===== config.mk =====
export PLATFORM = sky130hd
export DESIGN_NAME = fib_cpu_core
export DESIGN_NICKNAME = d
export VERILOG_FILES = /design/src/rtl/fib_isa_pkg.sv /design/src/rtl/fib_regfile.sv /design/src/rtl/fib_cpu_core.sv
export SDC_FILE = /design/constraint.sdc
export NUM_CORES = 1
export LEC_CHECK = 0
export CORE_MARGIN = 1
export CORE_UTILIZATION = 40
export DETAILED_ROUTE_END_ITERATION = 7
export DONT_BUFFER_PORTS = 1
export SLEW_MARGIN = 5
export SYNTH_ARGS = -nofsm -noshare
export SYNTH_HDL_FRONTEND = slang
export SYNTH_SLANG_ARGS = --single-unit
export TNS_END_PERCENT = 1

===== constraint.sdc =====
create_clock -name clk -period 2.7 [get_ports clk]
set_input_delay 0.405 -clock clk [delete_from_list [all_inputs] [get_ports clk]]
set_output_delay 0.405 -clock clk [all_outputs]
set_load 0.01 [all_outputs]

===== src/rtl/fib_isa_pkg.sv =====
// ISA constants and FSM state encoding shared by the Fibonacci accumulator core.
package fib_isa_pkg;
    localparam int DW = 8;

    localparam logic [2:0] OP_NOP  = 3'b000;
    localparam logic [2:0] OP_STRA = 3'b001;
    localparam logic [2:0] OP_ADD  = 3'b010;
    localparam logic [2:0] OP_BR   = 3'b011;
    localparam logic [1:0] OP_LDI  = 2'b10;  // matched on ir[5:4]

    typedef enum logic {
        S_FETCH = 1'b0,
        S_EXEC  = 1'b1
    } state_t;
endpackage


===== src/rtl/fib_regfile.sv =====
// NREGS x DW register file: one combinational read port, one synchronous write port.
module fib_regfile #(
    parameter int NREGS = 8,
    parameter int DW    = 8,
    parameter int AW    = $clog2(NREGS)
) (
    input  logic          clk,
    input  logic          rst,
    input  logic          we,
    input  logic [AW-1:0] waddr,
    input  logic [DW-1:0] wdata,
    input  logic [AW-1:0] raddr,
    output logic [DW-1:0] rdata
);
    logic [DW-1:0] regs [NREGS];

    always_ff @(posedge clk) begin
        if (rst) begin
            for (int i = 0; i < NREGS; i++) begin
                regs[i] <= '0;
            end
        end else if (we) begin
            regs[waddr] <= wdata;
        end
    end

    assign rdata = regs[raddr];
endmodule


===== src/rtl/fib_cpu_core.sv =====
// Two-state fetch/execute accumulator core driving a combinational instruction ROM.
module fib_cpu_core #(
    parameter int NREGS = 8,
    parameter int DW    = fib_isa_pkg::DW
) (
    input  logic          clk,
    input  logic          rst,
    input  logic          run,
    output logic [DW-1:0] address,
    input  logic [5:0]    instruction,
    output logic [DW-1:0] result,
    output logic          result_valid,
    output logic          ovf,
    output logic          state_dbg
);
    import fib_isa_pkg::*;

    localparam int AW = $clog2(NREGS);
    localparam logic [DW-1:0] PC_STEP = {{(DW-1){1'b0}}, 1'b1};

    state_t        state, state_next;
    logic [DW-1:0] pc;
    logic [DW-1:0] acc;
    logic [5:0]    ir;

    logic [2:0]    op;
    logic [AW-1:0] rn;
    logic [DW-1:0] imm_ext;
    logic [DW-1:0] rdata;
    logic [DW:0]   sum;
    logic          exec_en;
    logic          is_ldi;
    logic          rf_we;

    assign op      = ir[5:3];
    assign rn      = ir[AW-1:0];
    assign imm_ext = {{(DW-4){1'b0}}, ir[3:0]};
    assign is_ldi  = (ir[5:4] == OP_LDI);
    assign exec_en = run && (state == S_EXEC);
    assign rf_we   = exec_en && !is_ldi && (op == OP_STRA);
    assign sum     = {1'b0, acc} + {1'b0, rdata};

    fib_regfile #(.NREGS(NREGS), .DW(DW), .AW(AW)) u_regfile (
        .clk   (clk),
        .rst   (rst),
        .we    (rf_we),
        .waddr (rn),
        .wdata (acc),
        .raddr (rn),
        .rdata (rdata)
    );

    always_comb begin
        state_next = state;
        if (run) begin
            case (state)
                S_FETCH: state_next = S_EXEC;
                S_EXEC:  state_next = S_FETCH;
                default: state_next = S_FETCH;
            endcase
        end
    end

    always_ff @(posedge clk) begin
        if (rst) begin
            state <= S_FETCH;
        end else begin
            state <= state_next;
        end
    end

    // The PC is incremented in FETCH, so a BR in EXEC simply overwrites it.
    always_ff @(posedge clk) begin
        if (rst) begin
            pc           <= '0;
            acc          <= '0;
            ir           <= '0;
            result       <= '0;
            result_valid <= 1'b0;
            ovf          <= 1'b0;
        end else begin
            result_valid <= 1'b0;
            if (run && state == S_FETCH) begin
                ir <= instruction;
                pc <= pc + PC_STEP;
            end else if (exec_en) begin
                if (is_ldi) begin
                    acc <= imm_ext;
                end else begin
                    case (op)
                        OP_STRA: begin
                            if (rn == AW'(1)) begin
                                result       <= acc;
                                result_valid <= 1'b1;
                            end
                        end
                        OP_ADD: begin
                            acc <= sum[DW-1:0];
                            if (sum[DW]) ovf <= 1'b1;
                        end
                        OP_BR:   pc <= rdata;
                        default: ;
                    endcase
                end
            end
        end
    end

    assign address   = pc;
    assign state_dbg = state;
endmodule


==> results.cfg <==
[outcome]
result_of_the_run = finished clean

[global_routing]
grt_pass1_vias = 3164
grt_start_max_net_pins = 40
wire_length_of_the_first_global_routing_pass_um = 17700
grt_usage_pct = 19.2
antenna_violations_before_repair = 0
grt-ovfl-total = 0

[drt]
ant_nets = 0
route.vias.total = 3153
detailedRoute.firstPassIterationCount = 4
drc = 0
post_drt_wl_per_cell_um = 20.1
totalWireLength_um = 11100
vias_per_cell = 5.69
drtIter0Drc = 214

[clock_network]
clock_latency_ns = 0.35
cts_hold_fix_bufs = 0
clock_tree_from_tritoncts = yes
tritoncts_num_sinks = 100
htree_levels = 3
cts-root-buf = sky130_fd_sc_hd__clkbuf_16
clock_path_buffers = 2
clkSlewWorstSetupHoldPaths_ns = 0.07
cts_made_buffers = 9

[logic_synthesis]
synth-seq-cells = 100
post_synth_fa_ha_maj_area_fraction_pct = 2.79
synth-simple-area-share_pct = 18.2
synth-compound-area-share_pct = 8.42
synth_area_per_cell_um2 = 12.3
async_flop_share_pct = 0
synth_top_cells_by_area = sky130_fd_sc_hd__edfxtp_1 40%, sky130_fd_sc_hd__dfxtp_1 15%, sky130_fd_sc_hd__mux4_2 7.6%
synthDominantCellAreaShare_pct = 40.4
synth.cell_area_mm2 = 0.00476
synth_top_family_by_area = simple AND/OR/NAND/NOR gates
synth_cells = 386
count_of_warnings_emitted_by_yosys = 0
post_synth_num_cell_types = 54
dominantRegCellSynth = sky130_fd_sc_hd__edfxtp_1
synth_edf_count = 64
yosysTopAreaCell = sky130_fd_sc_hd__edfxtp_1
synth_sequential_area_ratio_pct = 55.6
net_count_after_synthesis = 405
synth.mux.area_fraction_pct = 11.8
yosys.area_share.xor_xnor_pct = 0.552

[placed_design]
post-dp-hpwl_um = 7790
post_dp_cell_area_mm2 = 0.00511
place.port_buffers = 0
gp_routability_congestion = 0.807
dp_slack_ns = -0.100

[final_layout]
layout.filler_cells = 1059
final_core_utilization_pct = 47.4
regArea_mm2 = 0.00265
syn_to_layout_area_delta_pct = 14.9
num-nets-final = 425
multiInputGateArea_mm2 = 0.00206
post_route_cell_area_mm2 = 0.00546
layout-drive-gt1-share_pct = 22.4
num_antenna_cells = 0

[sta]
setup_slack_ns = 0.0129
grt_setup_unrepaired = yes
least_margin_pin_slew_ns = 0.634
final.period_utilization_pct = 99.5
finalSetupViolations = 0
relSlewSlack_pct = 57.1
final.min_clock_period_ns = 2.69
timing.clock.skew_ns = 0.00725
fmax_mhz = 372
finalHoldViolCount = 0
maxSlewViolCount = 0

[worst_setup_path]
required_ns = 2.93
worst-r2r-cell-count = 9
crit_path_top_delay_cell = sky130_fd_sc_hd__mux4_2
critical_path.max_fanout = 7
ff2ff_setup_slack_ns = 0.01
crit_path_end = acc[7]
critical-path-max-stage-delay_ns = 0.52
setup.worst_path.end_class = register
worst_setup_path_start_kind = register
worst-endpoint-arrival_ns = 2.92
timing.rr.end = acc[7]
crit_chain = buf_12, mux4_2, mux2_2, ha_1, o21a_1, a211oi_2, buf_4, a211o_1, a221o_1
crit_buf_inv = 2
worstSetupPathType = register to register
timing.critical_path.max_delay_family = multiplexers
path_depth = 9

[floorplanning]
core_area_mm2 = 0.0115
floorplan.die_area_mm2 = 0.0123
die_width_um = 111
die_h_um = 111
io_pins = 28
fp-row-count = 39
initial_core_util_pct = 41.3

[power_and_ir_drop]
static-leakage-power_nw = 2.06
proportion_of_power_drawn_by_the_clock_network_pct = 37.0
total_power_mw = 3.16
power.internal_mw = 2.43
power_density_mw_per_mm2 = 579
peakVddDrop_mv = 0.310
p_sw_uw = 736
combPwrFrac_pct = 9.2
p_seq_share_pct = 53.8
switching_share_pct = 23.3

[hold_path]
hold_path.startpoint = rst
timing.hold.worst.class = input port to register

[run]
timing.max_cap.violations = 0
repair_timing:
action,in CTS,in global routing
pin swaps,0,4
setup buffers,0,2
cloned,0,0
endpoints found under the hold margin,0,0
setup endpoints to repair,4,4
resized for setup,5,12
logic make-up after synthesis:
| group | count (synthesis) |
|---|---|
| simple gates | 149 |
| fa+ha+maj | 10 |
| buf+inv | 31 |
| flops | 100 |
| compound gates | 58 |
| xor+xnor | 3 |
| mux | 35 |
flip-flops by register name, summed over array words and instances (netlist names), named ones only:
| register | cells |
|---|---|
| acc | 8 |
| ir | 6 |
| result | 8 |
| u_regfile.regs | 64 |
| address | 8 |
| state_dbg | 1 |
| result_valid | 1 |
| ovf | 1 |
cell type report:
cell class | instances | share of cell area (%)
sequential | 100 | 48.4
multi-input combinational | 255 | 37.7
timing repair buffer | 32 | 5.22
clock buffer | 11 | 4.26
tap | 143 | 3.27
inverter | 8 | 0.550
clock inverter | 5 | 0.527
power groups by stage:
stage               registers [mW]  logic, mW  clock network [mW]
floorplan                     1.72      0.185                   0
global placement              1.74      0.270                   0
detailed placement            1.74      0.272                   0
CTS                           1.70      0.280                1.19
global route                  1.71      0.316                1.25
finish                        1.70      0.290                1.17
synthesized netlist by cell type, drive strengths merged, types with 4 or more instances:
| cell type | instances |
|---|---|
| mux2i | 11 |
| and3 | 18 |
| mux4 | 16 |
| and2 | 49 |
| o22ai | 4 |
| or2 | 7 |
| and3b | 4 |
| inv | 8 |
| clkbuf | 15 |
| mux2 | 8 |
| nand3 | 6 |
| edfxtp | 64 |
| a21oi | 17 |
| buf | 8 |
| o21ai | 6 |
| a211oi | 4 |
| a31oi | 4 |
| nor2 | 20 |
| nand2 | 22 |
| nand2b | 5 |
| dfxtp | 36 |
| ha | 9 |
through the flow:
step                      std cells  TNS [ns]  hold slack, ns
after CTS                       552         0           0.112
after global routing            554    -0.120           0.108
after floorplan                 386         0           0.475
final                           554         0           0.123
after global placement          536   -0.0359           0.481
after detailed placement        536    -0.175           0.481
metal layers:
| metal | track usage [%] | part of all wire (%) |
|---|---|---|
| met1 | 25.6 | 44 |
| met2 | 30.5 | 48 |
| met3 | 4.21 | 5.8 |
| met4 | 7.75 | 2.0 |
| met5 | 0 | 0 |
placed cells by master, fill, tap and decap left out, types with 3 or more instances in the layout:
cell                        instances
sky130_fd_sc_hd__edfxtp_1          64
sky130_fd_sc_hd__and2_1            49
sky130_fd_sc_hd__dfxtp_1           35
sky130_fd_sc_hd__buf_4             28
sky130_fd_sc_hd__nand2_1           22
sky130_fd_sc_hd__nor2_1            20
sky130_fd_sc_hd__and3_1            18
sky130_fd_sc_hd__mux4_2            16
sky130_fd_sc_hd__a21oi_1           15
sky130_fd_sc_hd__mux2i_1           10
sky130_fd_sc_hd__clkbuf_16          9
sky130_fd_sc_hd__inv_1              7
sky130_fd_sc_hd__or2_2              7
sky130_fd_sc_hd__mux2_2             6
sky130_fd_sc_hd__o21ai_0            6
sky130_fd_sc_hd__nand3_1            6
sky130_fd_sc_hd__ha_1               6
sky130_fd_sc_hd__nand2b_1           5
sky130_fd_sc_hd__and3b_1            4
sky130_fd_sc_hd__a31oi_1            4
sky130_fd_sc_hd__o22ai_1            4
sky130_fd_sc_hd__nor4_1             3
sky130_fd_sc_hd__a211o_1            3
sky130_fd_sc_hd__o21a_1             3
sky130_fd_sc_hd__a211oi_1           3
sky130_fd_sc_hd__xnor2_1            3
sky130_fd_sc_hd__a22oi_1            3
sky130_fd_sc_hd__ha_4               3
sky130_fd_sc_hd__buf_12             3
worst reg2reg max path, delay by kind of cell, from the launching register on:
family	cells	cell delay, ns
mux	2	0.82
compound gates	4	0.82
flops	1	0.37
fa+ha+maj	1	0.30
buf+inv	2	0.27
how the worst min path moves through the flow:
stage                 to  slack, ns  cells past startpoint
4_1_cts            ir[5]       0.11                      1
3_3_place_gp       ir[3]       0.48                      1
5_1_grt            ir[5]       0.11                      1
2_1_floorplan      ir[3]       0.48                      2
3_5_place_dp   state_dbg       0.48                      1
6_report           ir[5]       0.12                      1
(Power assumes the default switching activity.)
